File: src/rtl/rv_pkg.sv
// Shared integer register-file types and sizes for the write-back path.
package rv_pkg;
  localparam int XLEN   = 32;
  localparam int NREG   = 32;
  localparam int REG_AW = 5;

  typedef logic [REG_AW-1:0] reg_addr_t;

  typedef struct packed {
    logic            valid;
    reg_addr_t       rd;
    logic [XLEN-1:0] data;
  } wb_req_t;
endpackage

File: src/rtl/rr_arb2.sv
// Two-input round-robin arbiter; grant is combinational from req and last_gnt.
// last_gnt resets to 1 so requester 0 wins the first contention.
module rr_arb2 (
  input  logic       clk,
  input  logic       resetn,
  input  logic [1:0] req,
  output logic [1:0] gnt
);
  logic last_gnt;

  always_comb begin
    gnt = req;
    if (req == 2'b11) gnt = last_gnt ? 2'b01 : 2'b10;
  end

  always_ff @(posedge clk or negedge resetn) begin
    if (!resetn)     last_gnt <= 1'b1;
    else if (gnt[0]) last_gnt <= 1'b0;
    else if (gnt[1]) last_gnt <= 1'b1;
  end
endmodule

File: src/rtl/rf_wb_arbiter.sv
// Register-file write-port arbiter (ALU vs LSU) plus pending-destination scoreboard.
// Write commits one cycle after acceptance; issue stalls while its rd is still pending.
module rf_wb_arbiter
  import rv_pkg::*;
(
  input  logic              clk,
  input  logic              resetn,
  input  logic              iss_valid,
  input  logic [REG_AW-1:0] iss_rd,
  output logic              iss_ready,
  input  logic [REG_AW-1:0] rs1_addr,
  input  logic [REG_AW-1:0] rs2_addr,
  output logic              rs1_busy,
  output logic              rs2_busy,
  input  logic              wb0_valid,
  input  logic [REG_AW-1:0] wb0_rd,
  input  logic [XLEN-1:0]   wb0_data,
  output logic              wb0_ready,
  input  logic              wb1_valid,
  input  logic [REG_AW-1:0] wb1_rd,
  input  logic [XLEN-1:0]   wb1_data,
  output logic              wb1_ready,
  output logic              rf_we,
  output logic [REG_AW-1:0] rf_waddr,
  output logic [XLEN-1:0]   rf_wdata
);
  wb_req_t         wb0, wb1;
  logic [1:0]      gnt;
  logic            accept;
  reg_addr_t       sel_rd;
  logic [XLEN-1:0] sel_data;
  logic [NREG-1:0] pending, pending_nxt;

  assign wb0 = '{valid: wb0_valid, rd: wb0_rd, data: wb0_data};
  assign wb1 = '{valid: wb1_valid, rd: wb1_rd, data: wb1_data};

  rr_arb2 u_arb (
    .clk    (clk),
    .resetn (resetn),
    .req    ({wb1.valid, wb0.valid}),
    .gnt    (gnt)
  );

  assign wb0_ready = gnt[0];
  assign wb1_ready = gnt[1];
  assign accept    = |gnt;
  assign sel_rd    = gnt[1] ? wb1.rd   : wb0.rd;
  assign sel_data  = gnt[1] ? wb1.data : wb0.data;

  // Busy flags read the registered scoreboard only; a same-cycle clear is not bypassed.
  assign iss_ready = !pending[iss_rd];
  assign rs1_busy  = pending[rs1_addr];
  assign rs2_busy  = pending[rs2_addr];

  // Clear applied before set: a same-edge re-issue of the retiring rd stays pending.
  always_comb begin
    pending_nxt = pending;
    if (accept && sel_rd != '0) pending_nxt[sel_rd] = 1'b0;
    if (iss_valid && iss_ready && iss_rd != '0) pending_nxt[iss_rd] = 1'b1;
    pending_nxt[0] = 1'b0;
  end

  always_ff @(posedge clk or negedge resetn) begin
    if (!resetn) pending <= '0;
    else         pending <= pending_nxt;
  end

  always_ff @(posedge clk or negedge resetn) begin
    if (!resetn) begin
      rf_we    <= 1'b0;
      rf_waddr <= '0;
      rf_wdata <= '0;
    end else begin
      rf_we <= accept && (sel_rd != '0);
      if (accept) begin
        rf_waddr <= sel_rd;
        rf_wdata <= sel_data;
      end
    end
  end
endmodule

File: config.mk
export PLATFORM = sky130hd
export DESIGN_NAME = rf_wb_arbiter
export DESIGN_NICKNAME = d
export VERILOG_FILES = /design/src/rtl/rv_pkg.sv /design/src/rtl/rr_arb2.sv /design/src/rtl/rf_wb_arbiter.sv
export SDC_FILE = /design/constraint.sdc
export NUM_CORES = 1
export LEC_CHECK = 0
export ABC_CLOCK_PERIOD_IN_PS = 5300
export CORE_UTILIZATION = 45
export CTS_CLUSTER_DIAMETER = 80
export DETAILED_ROUTE_END_ITERATION = 16
export GPL_TIMING_DRIVEN = 0
export PLACE_DENSITY = 0.75
export SETUP_SLACK_MARGIN = 0.3
export SLEW_MARGIN = 10
export SYNTH_ARGS = -nofsm -noshare
export SYNTH_HDL_FRONTEND = slang
export SYNTH_HIERARCHICAL = 1
export SYNTH_SLANG_ARGS = --single-unit
File: constraint.sdc
create_clock -name clk -period 5.3 [get_ports clk]
set_clock_uncertainty 0.2 [all_clocks]
set_input_delay 1.06 -clock clk [delete_from_list [all_inputs] [get_ports clk]]
set_output_delay 1.06 -clock clk [all_outputs]
set_load 0.005 [all_outputs]
==> results.md, run 1 <==
- Status: finished, final reports clean
- Tmin final: 4.587 ns
- CTS tree: yes
- CP delay by family, top: buffers and inverters
- Mapped Nets: approximately 520
- Avg Inst Size Synth: 9.980 um^2
- Yosys top cell by area: dfrtp_1
- Most used cell, CP: clkdlybuf4s50_1
- Mux share of post-synthesis cell area: 0.2203
- Post-route DRC: 0
- Final setup viols: 0
- Crit Path Class: primary input to output pin
- CTS root buf: clkbuf_8
- Initial Utilization: 0.4634
- Synth top cells by count: o21ai_0, dfrtp_1, nand2_1
- Setup TNS Final: 0 ns
- Fmax: 218.0 MHz
- Final hold violations: 0
- Hold path depth: 2
- Critical Path Start Type: primary input
- Adder-cell share of the synthesized area: 0
- Min-delay worst type: flip-flop to flip-flop
- DR iter-0 viols: approximately 240
- Wire per inst: about 19 um
- CTS Hold Bufs: 0
- Buf+Inv Stages, Crit Path: 3
- Wirelength, routed: around 13 mm
- Slowest cell on crit path: clkdlybuf4s50_1
- Clk slew on worst S/H paths: 0.07 ns
- Chip height: 99.55 um
- Number of synthesized flops with an enable pin: 0
- Synthesis-stage register bit count: 70
- RSZ-0062 raised after global routing: false
- Synth warn: 6
- Largest family of logic cells by synthesized area: multiplexers
- WP data required: 4.04 ns
- Post CTS Setup Buffer Count: 0
- Gr usage total: 0.2867
- CORE AREA: 9240 um^2
- CP Max Fanout: 10
- FP Rows: 35
- Area grow syn2layout: 40.77%
- Clock Tree Buf Depth: 2
- Resized cells post-CTS: 0
- Xor/xnor cell area share of the yosys netlist: 0
- # IOs: 137
- Post-synthesis sequential area ratio: 0.4094
- Worst Path Arrival: 3.33 ns
- Cts bufs inserted: 9
- CP cell instances: clkdlybuf4s50_1 -> buf_4 -> nand3b_1 -> o21ai_0 -> a32o_2 -> nor4_2 -> clkdlybuf4s50_1
- Detail Route Antenna Nets: 0
- Layout cells sized above 1: 0.1248
- Relative max-transition margin: 0.3077
- Crit. End Element: output pin
- Largest net degree at the start of global routing: 50
- Power consumption: between 1.5 and 2 mW
- H-tree levels: 3
- Total gr overflow: 0
- Reg power frac: 0.408
- Max Cap Viol: 0
- DIE WIDTH: 99.55 um
- Drt pass-1 iters: 5
- Top cell type's share of synthesized area: 0.4033
- Main area contributors after synthesis: dfrtp_1, mux2i_1, o21ai_0
- Top-count cell post-synth: o21ai_0
- Vias/cell: 5.799
- Slew Limit Fails: 0
- Synthesized cell area: 4282 um^2
- First-pass GRT wire length: 21.98 mm
- Switching share of power: 0.2995
- Synth Area in Compound Gates: 0.1891
- Fin nets: 666
- Maximum vdd drop: 0.1780 mV
- Antenna violations before repair: 0
- Port Buffers: approximately 130
- Logic gate share of total power: 0.312
- Asr flop ratio synth: 1.000
- Gpl congestion: 0.9036
- Clk network pwr share: 0.280
- Via count: 4,094
- Top FF cell, synth: dfrtp_1
- Die area: 9909 um^2
- Internal power: 1.327 mW
- Clk_lat worst skew: between 0.3 and 0.4 ns
- FF-to-FF setup slack: 2.67 ns
- Period utilization: 0.8654
- Mapped Cells: 429
- Simple-Gate Fraction of Synth Area: 0.1409
- DP HPWL: between 10 and 15 mm
- Pwr/cell area: 314.3 nW/um^2
- Clk sink count: 70
- Levels on crit path: 7
- Least-Margin Pin Slew: ~1.0 ns
- Vias in the first global route: 4,282
- FF-to-FF path depth: 6
- Worst path max stage delay: 0.59 ns
- Static leakage: 2.439 nW
- Synth unique cells: 59
- Number of diodes: 0
- Switching power total: 0.5674 mW
==> cell type report <==
cell class,instances,area (um^2)
Fill cell,752,3213
Multi-Input combinational cell,327,2356
Sequential cell,70,1753
Timing Repair Buffer,132,1336
Tap cell,129,161.4
Buffer,26,150.1
Clock buffer,11,141.4
Clock inverter,5,106.4
Inverter,6,22.52
==> cell usage in the layout, fill, tap and decap left out, types with 2 or more instances in the layout <==
master,n
a21bo_2,2
nor3b_1,7
nor3_1,5
clkdlybuf4s50_1,130
bufinv_16,3
inv_1,5
or2_2,2
clkbuf_1,8
clkbuf_8,11
nor2_1,15
mux4_2,15
or3b_2,3
mux2i_1,52
buf_2,13
o21ai_1,3
a21oi_1,3
and3b_1,2
nand2_1,60
mux2_2,4
nand4_1,3
dfrtp_1,69
nand3_1,3
o31ai_1,4
nand2b_1,7
o21ai_0,89
o32ai_1,2
o22ai_1,2
o211ai_1,2
buf_4,2
a31oi_1,4
o41ai_2,2
buf_6,3
a22o_1,4
o32a_1,2
nand3b_1,3
and3_1,5
==> cell families (layout without fill, tap and decap cells) <==
family,count (synthesis),after routing
AO/OA/AOI/OAI,133,133
multiplexers,73,73
flip-flops,70,70
buffers and inverters,32,180
AND/OR/NAND/NOR,121,121
==> sequential cells by signal, indices dropped and copies added, names as in the netlist <==
signal,count
pending,31
rf_waddr,5
u_arb/last_gnt,1
rf_wdata,32
rf_we,1
==> worst register-to-register path, cell delays in order (launching register included) <==
cell	delay, ns
dfstp_2	0.39
a21boi_0	0.28
buf_2	0.30
and4b_1	0.22
a31oi_1	0.76
o21ai_0	0.20
a21bo_2	0.23
==> power groups by stage <==
stage / sequential [mW] / clock [mW] / combinational (mW)
6_report: 0.773 / 0.531 / 0.591
5_1_grt: 0.787 / 0.562 / 0.646
4_1_cts: 0.767 / 0.539 / 0.593
3_5_place_dp: 0.773 / 0 / 0.590
3_3_place_gp: 0.769 / 0 / 0.572
2_1_floorplan: 0.738 / 0 / 0.318
==> final timing paths <==
kind / start / to
min: u_arb/last_gnt / u_arb/last_gnt
max in group asynchronous: resetn / pending[22]
min in group asynchronous: resetn / rf_wdata[8]
max: iss_rd[0] / iss_ready
min reg2reg: u_arb/last_gnt / u_arb/last_gnt
max reg2reg: u_arb/last_gnt / pending[19]
==> layer usage <==
metal	GRT usage	part of all wire
met1	0.3329	0.39
met5	0	0
met2	0.4941	0.50
met4	0.09729	0.021
met3	0.09979	0.094
==> metrics by stage <==
stage	util	instance area (um^2)	setup WS, ns	instances	hold slack, ns
floorplan	-	4282	1.826	429	0.2789
global placement	0.6227	5754	0.5846	689	0.2758
detailed placement	0.6255	5779	0.6935	690	0.2861
CTS	0.6523	6027	0.6907	706	0.3057
global route	0.6523	6027	0.5929	706	0.3432
finish	0.6523	6027	0.7135	706	0.3051
Note: power is estimated with default switching activity, not from simulation.
==> run 2, diff against run 1 <==
- CORE_UTILIZATION: 45 -> 51
- PLACE_DENSITY: 0.75 -> 0.84
==> results.md, run 2 (synthesis results as in run 1) <==
- Fmax: 216.6 MHz (was 218.0 MHz)
- Worst r2r src: u_arb/last_gnt (unchanged)
- Setup TNS Final: 0 ns (unchanged)
- Wirelength, routed: 13.28 mm (was 13.41 mm)
- Layout cells sized above 1: 0.1248 (unchanged)
- Largest register FFs: 32 (unchanged)
- Clk_lat worst skew: 0.34 ns (about the same)
- # IOs: 137 (unchanged)
- Hold path depth: 1 (was 2)
- Crit. End Element: output pin (unchanged)
- Via count: 4,184 (was 4,094)
- Clk slew on worst S/H paths: 0.07 ns (about the same)
- Min-delay worst type: flip-flop to flip-flop (unchanged)
- Switching share of power: 0.3130 (was 0.2995)
- Filler instances: 611 (was 752)
- Static leakage: 2.425 nW (was 2.439 nW)
- Drt pass-1 iters: 7 (was 5)
- Clk sink count: 70 (unchanged)
- Detail Route Antenna Nets: 0 (unchanged)
- Die area: 8766 um^2 (was 9909 um^2)
- Levels on crit path: 7 (unchanged)
- CTS Hold Bufs: 0 (unchanged)
- Dpl cells: 666 (was 690)
- Logic gate share of total power: 0.323 (was 0.312)
- Least-Margin Pin Slew: 0.8844 ns (was 1.034 ns)
- Reg2reg end: pending[19] (unchanged)
- Total gr overflow: 0 (unchanged)
- First-pass GRT wire length: 21.22 mm (was 21.98 mm)
- Worst Setup SP: iss_rd[0] (unchanged)
- RSZ-0062 raised after global routing: false (unchanged)
- Resized cells post-CTS: 0 (unchanged)
- Layout Cells excl Fill: 682 (was 706)
- Switching power total: 0.5763 mW (was 0.5674 mW)
- Pwr/cell area: 308.8 nW/um^2 (was 314.3 nW/um^2)
- DP HPWL: 10.05 mm (was 10.28 mm)
- Largest Register: rf_wdata (unchanged)
- Vias in the first global route: 4,268 (was 4,282)
- DR iter-0 viols: 282 (was 237)
- Most frequent cells in the layout: clkdlybuf4s50_1, o21ai_0, dfrtp_1 (unchanged)
- Hold worst-path end: rf_waddr[2] (was u_arb/last_gnt)
- DIE WIDTH: 93.63 um (was 99.55 um)
- Crit Path Class: primary input to output pin (unchanged)
- Slew Limit Fails: 0 (unchanged)
- CP Max Fanout: 10 (unchanged)
- Cts bufs inserted: 9 (unchanged)
- Buf+Inv Stages, Crit Path: 3 (unchanged)
- Period utilization: 0.8711 (was 0.8654)
- Worst hold start: rf_waddr[2] (was u_arb/last_gnt)
- FP Rows: 33 (was 35)
- Vias/cell: 6.135 (was 5.799)
- Most common library cell in the layout ignoring fill and taps: clkdlybuf4s50_1 (unchanged)
- Area grow syn2layout: 39.28% (was 40.77%)
- CTS tree: yes (unchanged)
- FF-to-FF setup slack: 2.74 ns (was 2.67 ns)
- Chip height: 93.63 um (was 99.55 um)
- Final hold violations: 0 (unchanged)
- CP cell instances: clkdlybuf4s50_1 -> buf_4 -> nand3b_1 -> o21ai_0 -> a32o_2 -> nor4_2 -> clkdlybuf4s50_1 (unchanged)
- Most used cell, CP: clkdlybuf4s50_1 (unchanged)
- Initial Utilization: 0.5237 (was 0.4634)
- Port Buffers: 131 (unchanged)
- Max Cap Viol: 0 (unchanged)
- Biggest registers after layout: rf_wdata: 32 flops, pending: 31 flops, rf_waddr: 5 flops (unchanged)
- Worst Path Arrival: 3.36 ns (was 3.33 ns)
- Slowest cell on crit path: clkdlybuf4s50_1 (unchanged)
- Area of the multi-input gates: 2356 um^2 (unchanged)
- Number of diodes: 0 (unchanged)
- Maximum vdd drop: 0.1783 mV (was 0.1780 mV)
- Internal power: 1.265 mW (was 1.327 mW)
- Fin nets: 666 (unchanged)
- Post CTS Setup Buffer Count: 0 (unchanged)
- Critical Path Start Type: primary input (unchanged)
- Wire per inst: 19.48 um (was 19.00 um)
- Antenna violations before repair: 0 (unchanged)
- Relative max-transition margin: 0.4077 (was 0.3077)
- Gpl congestion: 0.9556 (was 0.9036)
- CP delay by family, top: buffers and inverters (unchanged)
- Largest net degree at the start of global routing: 49 (was 50)
- Clock Tree Buf Depth: 2 (unchanged)
- WP data required: 4.04 ns (about the same)
- CTS root buf: clkbuf_8 (unchanged)
- Status: finished, final reports clean (unchanged)
- Worst path max stage delay: 0.62 ns (was 0.59 ns)
- Final setup viols: 0 (unchanged)
- Register area: 1753 um^2 (unchanged)
- CORE AREA: 8175 um^2 (was 9240 um^2)
- H-tree levels: 3 (unchanged)
- Post-route DRC: 0 (unchanged)
- Tmin final: 4.617 ns (was 4.587 ns)
- Reg power frac: 0.419 (was 0.408)
- Gr usage total: 0.3216 (was 0.2867)
- Clk network pwr share: 0.258 (was 0.280)
- FF-to-FF path depth: 6 (unchanged)
-- run 2: changes by cell type in the layout (fill, tap and decap cells not counted) --
cell       before  now
bufinv_16       3    2
clkbuf_8       11   10
clkinv_2        0    2
-- run 2: metal layers --
| metal | track usage | vias to the layer above | wire length (um) | share of wire |
|---|---|---|---|---|
| met2 | 0.5594 | 218 | 6630 | 0.50 |
| met4 | 0.1231 | 0 | 353 | 0.027 |
| met1 | 0.3668 | 2049 | 5005 | 0.38 |
| li1 | - | 1884 | - | - |
| met5 | 0 | - | 0 | 0 |
| met3 | 0.1041 | 33 | 1295 | 0.097 |
-- run 2: stage by stage --
step                      area (um^2)  total power [mW]  utilization  hold WS, ns  setup WS [ns]
after floorplan                  4282             1.056            -       0.2789          1.826
after global placement           5724             1.338       0.7002       0.2730         0.6430
after detailed placement         5749             1.366       0.7032       0.2796         0.7104
after CTS                        5963             1.840       0.7294       0.2996         0.6862
after global routing             5963             1.933       0.7294       0.3136         0.6260
final                            5963             1.841       0.7294       0.3018         0.6833
-- run 2: layout make-up --
class                      count  area share
buffer                        26     0.02518
clock buffer                  10     0.02140
clock inverter                 6     0.01448
inverter                       6    0.003777
multi-input combinational    327      0.3951
sequential                    70      0.2940
tap                          105     0.02203
timing repair buffer         132      0.2241
-- run 2: how the worst max path moves through the flow --
stage	end	slack [ns]
floorplan	rs1_busy	1.83
global placement	pending[21]	0.64
detailed placement	iss_ready	0.71
CTS	iss_ready	0.69
global route	iss_ready	0.63
finish	iss_ready	0.68
-- run 2: power groups by stage --
stage	Combinational, mW	Sequential, mW	Clock (mW)
2_1_floorplan	0.318	0.738	0
3_3_place_gp	0.573	0.766	0
3_5_place_dp	0.591	0.775	0
4_1_cts	0.593	0.768	0.479
5_1_grt	0.645	0.788	0.500
6_report	0.595	0.772	0.475
-- run 2: worst reg2reg max path, delay by kind of cell, from the launching register on --
kind | cells | cell delay, ns
AOI/OAI and AO/OA | 4 | 1.40
buffers and inverters | 1 | 0.30
DFF | 1 | 0.39
and+or+nand+nor | 1 | 0.22
==> run 3, diff against run 2 <==
- GPL_TIMING_DRIVEN: 0 -> not set
==> results.md, run 3 (synthesis results as in run 1) <==
- FP Rows: 33 (unchanged)
- CORE AREA: 8175 um^2 (unchanged)
- Resized cells post-CTS: 0 (unchanged)
- Status: finished, final reports clean (unchanged)
- Cts bufs inserted: 9 (unchanged)
- Biggest registers after layout: rf_wdata: 32 flops, pending: 31 flops, rf_waddr: 5 flops (unchanged)
- Port Buffers: 136 (was 131)
- Layout cells sized above 1: 0.1150 (was 0.1248)
- Hold path depth: 1 (unchanged)
- Clock Tree Buf Depth: 2 (unchanged)
- Largest register FFs: 32 (unchanged)
- Worst Setup SP: iss_rd[1] (was iss_rd[0])
- Gr usage total: 0.3182 (was 0.3216)
- Chip height: 93.63 um (unchanged)
- Antenna violations before repair: 0 (unchanged)
- Register area: 1753 um^2 (unchanged)
- Gpl congestion: 0.9208 (was 0.9556)
- Number of diodes: 0 (unchanged)
- CP cell instances: clkdlybuf4s50_1 -> mux2_2 -> a2bb2oi_1 -> o22ai_2 -> nor4_2 -> clkdlybuf4s50_1 (was clkdlybuf4s50_1 -> buf_4 -> nand3b_1 -> o21ai_0 -> a32o_2 -> nor4_2 -> clkdlybuf4s50_1)
- Critical Path Start Type: primary input (unchanged)
- FF-to-FF path depth: 7 (was 6)
- Wire per inst: 19.59 um (was 19.48 um)
- Wirelength, routed: 13.12 mm (was 13.28 mm)
- DP HPWL: 9.864 mm (was 10.05 mm)
- CTS root buf: clkbuf_8 (unchanged)
- Worst path max stage delay: 0.87 ns (was 0.62 ns)
- Drt pass-1 iters: 5 (was 7)
- Final hold violations: 0 (unchanged)
- CTS Hold Bufs: 0 (unchanged)
- Worst Path Arrival: 3.63 ns (was 3.36 ns)
- Slew Limit Fails: 0 (unchanged)
- Area grow syn2layout: 37.61% (was 39.28%)
- Post-route DRC: 0 (unchanged)
- Most common library cell in the layout ignoring fill and taps: clkdlybuf4s50_1 (unchanged)
- Period utilization: 0.9223 (was 0.8711)
- Post CTS Setup Buffer Count: 0 (unchanged)
- Clk sink count: 70 (unchanged)
- Clk_lat worst skew: 0.35 ns (was 0.34 ns)
- Min-delay worst type: flip-flop to flip-flop (unchanged)
- Relative max-transition margin: 0.4206 (was 0.4077)
- Crit Path Class: primary input to output pin (unchanged)
- Initial Utilization: 0.5237 (unchanged)
- Setup TNS Final: 0 ns (unchanged)
- RSZ-0062 raised after global routing: false (unchanged)
- Power consumption: 1.753 mW (was 1.841 mW)
- Worst hold start: rf_waddr[2] (unchanged)
- Vias in the first global route: 4,076 (was 4,268)
- Total gr overflow: 0 (unchanged)
- Fmax: 204.6 MHz (was 216.6 MHz)
- Filler instances: 605 (was 611)
- Most used cell, CP: clkdlybuf4s50_1 (unchanged)
- Slowest cell on crit path: clkdlybuf4s50_1 (unchanged)
- CP Max Fanout: 11 (was 10)
- WP data required: 4.04 ns (about the same)
- Final setup viols: 0 (unchanged)
- CTS tree: yes (unchanged)
- Most frequent cells in the layout: clkdlybuf4s50_1, o21ai_0, dfrtp_1 (unchanged)
- Static leakage: 2.367 nW (was 2.425 nW)
- Via count: 4,090 (was 4,184)
- Largest net degree at the start of global routing: 66 (was 49)
- Detail Route Antenna Nets: 0 (unchanged)
- Worst r2r src: u_arb/last_gnt (unchanged)
- Crit. End Element: output pin (unchanged)
- Die area: 8766 um^2 (unchanged)
- First-pass GRT wire length: 21.05 mm (was 21.22 mm)
- Max Cap Viol: 0 (unchanged)
- # IOs: 137 (unchanged)
- DR iter-0 viols: 257 (was 282)
- Fin nets: 654 (was 666)
- H-tree levels: 3 (unchanged)
- PnR worst setup slack: 0.4116 ns (was 0.6833 ns)
- Maximum vdd drop: 0.1698 mV (was 0.1783 mV)
- Pre-CTS setup slack: 0.4422 ns (was 0.7104 ns)
- Least-Margin Pin Slew: 0.8651 ns (was 0.8844 ns)
- Vias/cell: 6.104 (was 6.135)
- DIE WIDTH: 93.63 um (unchanged)
- Largest Register: rf_wdata (unchanged)
- Area of the multi-input gates: 2379 um^2 (was 2356 um^2)
- Tmin final: 4.888 ns (was 4.617 ns)
- Clk slew on worst S/H paths: 0.07 ns (about the same)
- Pwr/cell area: 297.6 nW/um^2 (was 308.8 nW/um^2)
-- run 3: cell types whose count changed in the layout (fill, tap and decap cells not counted), moves of 2 or more --
| cell | change |
|---|---|
| buf_2 | -12 |
| buf_6 | -3 |
| clkdlybuf4s50_1 | +5 |
| clkinvlp_4 | +3 |
| clkbuf_1 | -7 |
| buf_4 | +8 |
| bufinv_16 | -2 |
| clkinv_2 | -2 |
| a21boi_4 | +2 |
-- run 3: path summary, 6_finish.rpt --
check,endpoint,slack (ns)
max,iss_ready,0.41
max in group asynchronous,pending[13],3.34
min reg2reg,rf_waddr[2],0.30
max reg2reg,pending[29],2.25
min in group asynchronous,rf_wdata[0],0.58
min,rf_waddr[2],0.30
-- run 3: per-layer routing --
layer / share of wire / vias to the layer above / GRT usage
li1: - / 1853 / -
met1: 0.40 / 2013 / 0.3899
met2: 0.48 / 196 / 0.5208
met3: 0.092 / 28 / 0.1122
met4: 0.023 / 0 / 0.1090
met5: 0 / - / 0
-- run 3: final cells by class --
cell class,count,area share
clock inverter,6,0.008070
sequential,70,0.2975
multi-input combinational,327,0.4037
timing repair buffer,146,0.2429
clock buffer,10,0.02166
tap,105,0.02230
inverter,6,0.003822
-- run 3: through the flow --
stage	area (um^2)	std cells	util	hold slack (ns)
after floorplan	4282	429	-	0.2789
after global placement	5717	654	0.6993	0.2727
after detailed placement	5717	654	0.6993	0.2835
after CTS	5892	670	0.7207	0.3015
after global routing	5892	670	0.7207	0.3219
final	5892	670	0.7207	0.2992
-- run 3: report_power, final --
group          internal, mW  switching, mW
Sequential            0.654          0.124
Clock                 0.172          0.216
Combinational         0.345          0.243
Total                  1.17          0.582
-- run 3: worst max-delay path: cells and delay by family --
family	cells	cell delay, ns
simple gates	1	0.34
buf+inv	2	1.44
mux	1	0.41
compound gates	2	0.38
